`config.mk`:
```
export PLATFORM = sky130hd
export DESIGN_NAME = gf4_mul_2om_compress
export DESIGN_NICKNAME = d
export VERILOG_FILES = /design/src/rtl/gf4_mul_2om_compress.sv
export SDC_FILE = /design/constraint.sdc
export NUM_CORES = 1
export LEC_CHECK = 0
export CELL_PAD_IN_SITES_DETAIL_PLACEMENT = 1
export CELL_PAD_IN_SITES_GLOBAL_PLACEMENT = 2
export CORE_MARGIN = 3
export CORE_UTILIZATION = 30
export CTS_CLUSTER_SIZE = 14
export DETAILED_ROUTE_END_ITERATION = 8
export GPL_ROUTABILITY_DRIVEN = 0
export HOLD_SLACK_MARGIN = 0.1
export PLACE_DENSITY = 0.77
export SYNTH_ARGS = -nofsm -noshare
export SYNTH_HDL_FRONTEND = slang
export SYNTH_SLANG_ARGS = --single-unit
```
`constraint.sdc`:
```
create_clock -name clk -period 1.7 [get_ports clk]
set_input_delay 0.34 -clock clk [delete_from_list [all_inputs] [get_ports clk]]
set_output_delay 0.34 -clock clk [all_outputs]
set_load 0.005 [all_outputs]
```
`src/rtl/gf4_mul_2om_compress.sv`:
```
// Share compression for a 3-share GF(2^2) multiplier: registers the nine
// cross-share component outputs, then folds them into three output shares.
module gf4_mul_2om_compress #(
    parameter int unsigned OUT_REG = 1
) (
    input  logic       clk,
    input  logic       rst_n,
    input  logic       in_valid,
    output logic       in_ready,
    input  logic [8:0] cf0,
    input  logic [8:0] cf1,
    output logic       out_valid,
    input  logic       out_ready,
    output logic [1:0] z1,
    output logic [1:0] z2,
    output logic [1:0] z3
);

    localparam int unsigned NSHARE = 3;
    localparam int unsigned CFW    = NSHARE * NSHARE;
    localparam int unsigned ZW     = 2 * NSHARE;

    logic           a_valid_q;
    logic           a_valid_d;
    logic [CFW-1:0] a_cf0_q;
    logic [CFW-1:0] a_cf0_d;
    logic [CFW-1:0] a_cf1_q;
    logic [CFW-1:0] a_cf1_d;
    logic           in_fire;
    logic           a_advance;
    logic           stage_b_free;
    logic [ZW-1:0]  a_z;

    assign a_advance = a_valid_q && stage_b_free;
    assign in_ready  = !a_valid_q || a_advance;
    assign in_fire   = in_valid && in_ready;

    // Stage A: glitch barrier; data flops load only on an accepted set
    always_comb begin
        a_valid_d = a_valid_q;
        a_cf0_d   = a_cf0_q;
        a_cf1_d   = a_cf1_q;
        if (a_advance) begin
            a_valid_d = 1'b0;
        end
        if (in_fire) begin
            a_valid_d = 1'b1;
            a_cf0_d   = cf0;
            a_cf1_d   = cf1;
        end
    end

    always_ff @(posedge clk or negedge rst_n) begin
        if (!rst_n) begin
            a_valid_q <= 1'b0;
            a_cf0_q   <= '0;
            a_cf1_q   <= '0;
        end else begin
            a_valid_q <= a_valid_d;
            a_cf0_q   <= a_cf0_d;
            a_cf1_q   <= a_cf1_d;
        end
    end

    // Share k folds the three instances that share y-index k
    always_comb begin
        a_z = '0;
        for (int k = 0; k < NSHARE; k++) begin
            a_z[2*k]   = ^a_cf0_q[3*k +: 3];
            a_z[2*k+1] = ^a_cf1_q[3*k +: 3];
        end
    end

    generate
        if (OUT_REG != 0) begin : g_out_reg
            logic          b_valid_q;
            logic          b_valid_d;
            logic [ZW-1:0] b_z_q;
            logic [ZW-1:0] b_z_d;

            assign stage_b_free = !b_valid_q || out_ready;

            always_comb begin
                b_valid_d = b_valid_q;
                b_z_d     = b_z_q;
                if (out_ready) begin
                    b_valid_d = 1'b0;
                end
                if (a_advance) begin
                    b_valid_d = 1'b1;
                    b_z_d     = a_z;
                end
            end

            always_ff @(posedge clk or negedge rst_n) begin
                if (!rst_n) begin
                    b_valid_q <= 1'b0;
                    b_z_q     <= '0;
                end else begin
                    b_valid_q <= b_valid_d;
                    b_z_q     <= b_z_d;
                end
            end

            assign out_valid    = b_valid_q;
            assign {z3, z2, z1} = b_z_q;
        end else begin : g_out_comb
            assign stage_b_free = out_ready;
            assign out_valid    = a_valid_q;
            assign {z3, z2, z1} = a_z;
        end
    endgenerate

endmodule

```
==> metrics.cfg, run 1 <==
[critical_path]
critPathCaptureType = output port
critPathSlowestCell = clkdlybuf4s50_1
slowest_delay_ns = 0.49
path_class = reg2out
path_cells = nand3b_4 > clkdlybuf4s50_1
cp.required_ns = 1.36
worstPathArrival_ns = 1.29
reg2reg_slack_ns = 0.36
critPathMaxFanout = 3
start_kind = flop

[global_routing]
grt_start_max_net_pins = 27
antenna_found_initial = 0
grt_pass1_wl_mm = 3.45
grt_use_total = 0.103
grt-ovfl-total = 0
grt_pass1_vias = 712

[clocking]
path_clk_slew_ns = 0.09
cts_hold_buf = 0
clkLatencyLatePin_ns = 0.26
htree_num_levels = 1
clock_path_buffers = 2
cts_sinks = 26
cts_made_buffers = 3
cts_tree = yes
post-cts-setup-buffers = 0
cts_root_buffer = clkbuf_8
cts_repair_resize_count = 1

[synthesis]
yosys_warnings = 0
synthDistinctLibCells = 11
syn_area_um2 = 1140
yosysSeqAreaShare = 0.570
syn-num-nets = 91
ys_seq_elements = 26
ys_top_cells_by_area = dfrtp_1 (57%), mux2_2 (14%), mux2_4 (13%)
synth_top_area_frac = 0.570
synthCells = 69
yosys.area.top_type = dfrtp_1
synth.avg_cell_area_um2 = 16.6

[timing]
drv_slew = 0
fmax_ghz = 0.614
setup_violations = 0
worst_slew_pin_slew_ns = 0.334
period_needed_ns = 1.63
period_share = 0.959
grt_setup_unrepaired = false
hold_viol = 0
max-slew-margin-rel = 0.777
finalClockSkew_ns = 0.00459

[hold_path]
worstHoldPathType = in2async

[layout]
final_cell_mix = clkdlybuf4s50_1 (28), dfrtp_1 (26), mux2_2 (14), xnor2_1 (12), mux2_4 (10)
final_common_cell = clkdlybuf4s50_1
diodes = 0
syn2layout_area_growth_pct = 37.7
fin_util = 0.450
drive_above_1_share = 0.333
final_area_um2 = 1570
nets = 129
fin_cells = 151

[run_status]
status = finished, final reports clean

[drt]
first_pass_iters = 4
drt_iter0_markers = 17
vias = 637
drt-vias-per-instance = 4.22
drt.antenna.violating_nets = 0
wl_mm = 2.10
drcViolationCount = 0
wl_per_cell_um = 13.9

[power_and_ir_drop]
power_leakage_nw = 0.675
p_int_mw = 1.31
power_frac_seq = 0.487
swShare = 0.245
power-per-cell-area_nw_per_um2 = 1100
pwr-share-clk = 0.195
ir_drop_mv = 0.319
power_switching_mw = 0.425
comb_power_share = 0.318

[floorplanning]
ios = 30
die_area_um2 = 4580
core_um2 = 3490
row_count = 21
die_w_um = 67.7
die_h_um = 67.7
start_util = 0.327

[place]
hpwl_mm = 1.58
post_dp_cell_area_um2 = 1530
dp.cells = 148
portBuffers = 29

[job]
maxCapViolCount = 0

worst paths after layout:
kind / from / to / cells after the start
worst max-delay path: a_valid_q / in_ready / 2
worst min-delay path: rst_n / g_out_reg.b_z_q[2] / 2
worst max register to register: a_valid_q / a_cf1_q[2] / 5
worst min register to register: g_out_reg.b_z_q[1] / g_out_reg.b_z_q[1] / 1
max in group asynchronous: rst_n / a_cf0_q[6] / 2
min in group clk: out_ready / out_valid / 2
stage by stage:
| step | setup slack, ns | TNS (ns) | hold WS [ns] | power (mW) |
|---|---|---|---|---|
| after floorplan | 0.499 | 0 | 0.0444 | 1.13 |
| after global placement | -0.134 | -1.25 | 0.486 | 1.39 |
| after detailed placement | -0.160 | -1.93 | 0.496 | 1.43 |
| after CTS | 0.0547 | 0 | 0.457 | 1.77 |
| after global routing | 0.0222 | 0 | 0.477 | 1.85 |
| final | 0.0704 | 0 | 0.442 | 1.73 |
final cells by class:
class                   instances  area [µm²]
multi-input cells              41         468
well taps                      46        57.6
flip-flops and latches         26         651
fillers                       356        1920
repair buffers                 34         352
clock buffers                   3        41.3
inverters                       1        3.75
critical path: cells and delay by family (launching register included):
kind	cells	cell delay [ns]
buffers and inverters	1	0.49
and+or+nand+nor	1	0.10
DFF	1	0.43
cell usage after synthesis:
master / n
mux2_2: 14
xnor2_1: 12
dfrtp_1: 26
or2b_1: 1
buf_12: 1
inv_1: 1
nand2_4: 1
o21bai_1: 1
o21ai_2: 1
mux2_4: 10
nand3b_4: 1
flip-flops by register name (all words and copies together), names as in the netlist:
name             count
a_cf1_q              9
a_valid_q            1
out_valid            1
a_cf0_q              9
g_out_reg.b_z_q      6
power groups by stage:
stage                     combinational [mW]  sequential, mW  clock [mW]
after floorplan                        0.281           0.849           0
after global placement                 0.542           0.851           0
after global routing                   0.602           0.866       0.379
after CTS                              0.567           0.850       0.350
final                                  0.552           0.845       0.338
after detailed placement               0.566           0.862           0
layer usage:
layer | global-route usage | wire [µm]
met1 | 0.133 | 896
met2 | 0.165 | 1060
met3 | 0.0183 | 122
met4 | 0.0456 | 27
met5 | 0 | 0
logic make-up after synthesis:
| kind of cell | synth area share |
|---|---|
| buffers and inverters | 0.0208 |
| DFF | 0.570 |
| AOI/OAI and AO/OA | 0.0142 |
| muxes | 0.269 |
| xor gates and xnor gates | 0.0920 |
| and+or+nand+nor | 0.0340 |
(Power assumes the default switching activity.)
==> inputs of run 2 (changes only) <==
clock period = 2 ns   (was 1.7 ns; I/O delays follow)
==> metrics.cfg, run 2 (synthesized netlist as in run 1, its figures left out) <==
[timing]
fin_setup_tns_ns = 0  ; unchanged
worst_slew_pin_slew_ns = 0.359  ; +0.0249 ns
setup_violations = 0  ; unchanged
finalClockSkew_ns = 0.00215  ; -0.00244 ns
period_needed_ns = 1.69
hold_viol = 0  ; unchanged
drv_slew = 0  ; unchanged
fmax_ghz = 0.593
period_share = 0.843
grt_setup_unrepaired = false
max-slew-margin-rel = 0.760  ; -0.0166

[power_and_ir_drop]
power-per-cell-area_nw_per_um2 = 943  ; -15%
ir_drop_mv = 0.416  ; +30%
power_leakage_nw = 0.659  ; -2.4%
total_power_mw = 1.44  ; -17%

[hold_path]
worstHoldPathType = in2reg
min_to = out_valid
hp-start = out_ready
hold_path_depth = 2

[clocking]
cts_hold_buf = 0  ; unchanged
htree_num_levels = 1  ; unchanged
clkLatencyLatePin_ns = 0.26  ; about the same
cts_tree = yes
cts_root_buffer = clkbuf_8
clock_path_buffers = 2  ; unchanged
post-cts-setup-buffers = 0  ; unchanged
cts_made_buffers = 3  ; unchanged
cts_sinks = 26  ; unchanged
path_clk_slew_ns = 0.08  ; about the same
cts_repair_resize_count = 0  ; -1

[drt]
wl_mm = 1.95  ; -7.1%
wl_per_cell_um = 13.2  ; -5.2%
drt_iter0_markers = 27  ; +10
vias = 650  ; +2.0%
drt-vias-per-instance = 4.39  ; +4.1%
drt.antenna.violating_nets = 0  ; unchanged
first_pass_iters = 4  ; unchanged
drcViolationCount = 0  ; unchanged

[place]
portBuffers = 29  ; unchanged
hpwl_mm = 1.45  ; -8.2%

[layout]
syn2layout_area_growth_pct = 33.8
drive_above_1_share = 0.314  ; -0.0196
fillCellCount = 357  ; +0.28%
reg_top3 = a_cf0_q: 9 flops, a_cf1_q: 9 flops, g_out_reg.b_z_q: 6 flops
nets = 126  ; -2.3%
diodes = 0  ; unchanged
final_cell_mix = clkdlybuf4s50_1 (28), dfrtp_1 (26), mux2_2 (14), xnor2_1 (12), mux2_4 (10)
fin_util = 0.438  ; -0.0125
final_common_cell = clkdlybuf4s50_1

[global_routing]
grt-ovfl-total = 0  ; unchanged
grt_use_total = 0.100  ; -0.00244
grt_start_max_net_pins = 27  ; unchanged
antenna_found_initial = 0  ; unchanged
grt_pass1_wl_mm = 3.35  ; -3.0%
grt_pass1_vias = 712  ; unchanged

[floorplanning]
row_count = 21  ; unchanged
die_h_um = 67.7  ; unchanged
die_w_um = 67.7  ; unchanged
start_util = 0.327  ; unchanged
die_area_um2 = 4580  ; unchanged
core_um2 = 3490  ; unchanged
ios = 30  ; unchanged

[critical_path]
r2r-end = a_cf1_q[2]
r2r_start = a_valid_q
critPathCaptureType = output port
path_class = reg2out
worstPathArrival_ns = 1.29  ; about the same
critPathMaxFanout = 3  ; unchanged
reg2reg_slack_ns = 0.60  ; +0.24 ns
rr_worst_depth = 4  ; -1
cp.required_ns = 1.60  ; +0.24 ns
start_kind = flop

[job]
maxCapViolCount = 0  ; unchanged

[run_status]
status = finished, final reports clean

run 2: changes by cell type in the layout (fill, tap and decap cells not counted), sizes merged:
cell and change:
dlygate4sd2 -1, dlymetal6s2s +1, buf -3
run 2: cell type report:
class / instances / area (µm²) / area share
Tap cell: 46 / 57.6 / 0.0376
Sequential cell: 26 / 651 / 0.426
Inverter: 1 / 3.75 / 0.00245
Multi-Input combinational cell: 41 / 468 / 0.306
Timing Repair Buffer: 31 / 308 / 0.201
Clock buffer: 3 / 41.3 / 0.0270
run 2: worst max-delay path by stage:
| stage | endpoint | depth (start not counted) | from | slack, ns |
|---|---|---|---|---|
| floorplan | a_cf0_q[0] | 4 | out_ready | 0.74 |
| global placement | in_ready | 3 | out_ready | 0.05 |
| detailed placement | in_ready | 3 | out_ready | 0.03 |
| CTS | in_ready | 3 | out_ready | 0.03 |
| global route | in_ready | 2 | a_valid_q | 0.26 |
| finish | in_ready | 2 | a_valid_q | 0.31 |
run 2: metrics by stage:
stage | instance area (µm²) | hold slack, ns | cells | worst slack, ns
after global routing | 1530 | 0.412 | 148 | 0.256
after global placement | 1490 | 0.486 | 145 | 0.0467
final | 1530 | 0.409 | 148 | 0.314
after CTS | 1530 | 0.506 | 148 | 0.0264
after detailed placement | 1490 | 0.493 | 145 | 0.0322
after floorplan | 1140 | 0.104 | 69 | 0.742
run 2: worst max-delay path, cell delays in order, from the launching register on:
cell and delay (ns):
dfrtp_1 0.43, nand3b_4 0.10, clkdlybuf4s50_1 0.50
run 2: power breakdown:
group / switching [mW] / internal (mW) / leakage [nW] / total (mW)
registers: 0.0751 / 0.645 / 0.302 / 0.720
clock network: 0.143 / 0.134 / 0.0216 / 0.278
logic: 0.124 / 0.320 / 0.336 / 0.444
run 2: per-layer routing:
metal | track usage | vias up | routed length [µm]
li1 | - | 302 | -
met1 | 0.114 | 327 | 790
met2 | 0.171 | 19 | 1010
met3 | 0.0399 | 2 | 128
met4 | 0.0304 | 0 | 19
met5 | 0 | - | 0
==> inputs of run 3 (changes only) <==
clock period = 1.6 ns   (was 2 ns; I/O delays follow)
==> metrics.cfg, run 3 (synthesized netlist as in run 1, its figures left out) <==
[critical_path]
critPathCaptureType = output port
rr_worst_depth = 5  ; +1
path_buf_inv = 1  ; unchanged
cp.required_ns = 1.28  ; -0.32 ns
reg2reg_slack_ns = 0.29  ; -0.31 ns
critPathMaxFanout = 3  ; unchanged
r2r-end = a_cf0_q[1]
cp_top_family = buffers and inverters
slowest_delay_ns = 0.52  ; +0.02 ns
r2r_start = out_valid
path_class = reg2out
worstPathArrival_ns = 1.20  ; -0.09 ns
path_cells = clkdlybuf4s50_1
start_kind = flop
critPathSlowestCell = clkdlybuf4s50_1

[timing]
worst_slew_pin_slew_ns = 0.322  ; -0.0369 ns
whs_ns = 0.419  ; +0.0102 ns
fmax_ghz = 0.658
max-slew-margin-rel = 0.785  ; +0.0246
grt_setup_unrepaired = false
setup_violations = 0  ; unchanged
period_needed_ns = 1.52
finalClockSkew_ns = 0.00391  ; +0.00177 ns
drv_slew = 0  ; unchanged
period_share = 0.949
hold_viol = 0  ; unchanged

[clocking]
cts_sinks = 26  ; unchanged
path_clk_slew_ns = 0.09  ; about the same
cts_root_buffer = clkbuf_8
cts_tree = yes
cts_hold_buf = 0  ; unchanged
clkLatencyLatePin_ns = 0.27  ; about the same
htree_num_levels = 1  ; unchanged
clock_path_buffers = 2  ; unchanged
cts_made_buffers = 3  ; unchanged

[drt]
wl_per_cell_um = 12.9  ; -2.1%
drt_iter0_markers = 19  ; -30%
drt-vias-per-instance = 4.25  ; -3.3%
first_pass_iters = 4  ; unchanged
wl_mm = 1.99  ; +1.8%
drcViolationCount = 0  ; unchanged
vias = 654  ; +0.62%
drt.antenna.violating_nets = 0  ; unchanged

[place]
hpwl_mm = 1.54  ; +6.3%
dp.cells = 149  ; +2.8%
post_dp_cell_area_um2 = 1530  ; +2.9%
portBuffers = 29  ; unchanged

[layout]
fin_util = 0.454  ; +0.0168
fin_cells = 154  ; +4.1%
syn2layout_area_growth_pct = 39.0
drive_above_1_share = 0.352  ; +0.0381
nets = 131  ; +4.0%
fillCellCount = 365  ; +2.2%
final_cell_mix = clkdlybuf4s50_1 (27), dfrtp_1 (26), mux2_2 (14), xnor2_1 (12), mux2_4 (10)
diodes = 0  ; unchanged
final_area_um2 = 1590  ; +3.8%
final_common_cell = clkdlybuf4s50_1
reg_top3 = a_cf0_q: 9 flops, a_cf1_q: 9 flops, g_out_reg.b_z_q: 6 flops

[power_and_ir_drop]
ir_drop_mv = 0.307  ; -26%
power-per-cell-area_nw_per_um2 = 1190  ; +26%
power_leakage_nw = 0.686  ; +4.1%

[floorplanning]
die_w_um = 67.7  ; unchanged
die_h_um = 67.7  ; unchanged
ios = 30  ; unchanged
row_count = 21  ; unchanged
die_area_um2 = 4580  ; unchanged
start_util = 0.327  ; unchanged
core_um2 = 3490  ; unchanged

[global_routing]
grt_start_max_net_pins = 27  ; unchanged
grt_pass1_vias = 675  ; -5.2%
grt-ovfl-total = 0  ; unchanged
grt_use_total = 0.0928  ; -0.00726
grt_pass1_wl_mm = 3.08  ; -7.8%
antenna_found_initial = 0  ; unchanged

[run_status]
status = finished, final reports clean

[hold_path]
worstHoldPathType = in2async

[job]
maxCapViolCount = 0  ; unchanged

## run 3: changes by cell type in the layout (fill, tap and decap cells not counted), sizes merged
cell / change
buf: +5
dlygate4sd2: +2
clkbuf: +1
clkdlybuf4s50: -1
dlymetal6s2s: -1
## run 3: worst max path at each step
stage / depth (start not counted) / from / endpoint
2_1_floorplan: 4 / out_valid / a_cf0_q[0]
3_3_place_gp: 3 / out_ready / in_ready
3_5_place_dp: 3 / out_ready / in_ready
4_1_cts: 1 / out_valid / out_valid
5_1_grt: 1 / out_valid / out_valid
6_report: 1 / out_valid / out_valid
## run 3: per-layer routing
metal,global-route usage,vias up,wire length (µm)
met5,0,-,0
met4,0.0532,0,20
met3,0.0200,3,131
met2,0.137,20,959
met1,0.124,320,876
li1,-,311,-
## run 3: through the flow
stage          setup WS, ns  TNS (ns)  total power, mW
3_5_place_dp         -0.204     -3.39             1.50
6_report             0.0809         0             1.89
3_3_place_gp         -0.194     -2.87             1.48
5_1_grt              0.0196         0             2.00
2_1_floorplan         0.399         0             1.20
4_1_cts              0.0655         0             1.93
## run 3: cell type report
| type | instances | area [µm²] | share of cell area |
|---|---|---|---|
| clock buffer | 4 | 55.1 | 0.0347 |
| inverter | 1 | 3.75 | 0.00236 |
| multi-input combinational | 41 | 468 | 0.295 |
| sequential | 26 | 651 | 0.410 |
| tap | 46 | 57.6 | 0.0362 |
| timing repair buffer | 36 | 353 | 0.222 |
## run 3: what timing repair did
item	4_1_cts	5_1_grt
resized for setup	2	0
setup endpoints to repair	1	0
setup buffers	1	0
## run 3: power breakdown
part           leakage [nW]  switching (mW)  internal, mW
logic                 0.356           0.160         0.416
clock network        0.0288           0.194         0.220
registers             0.302          0.0895         0.806
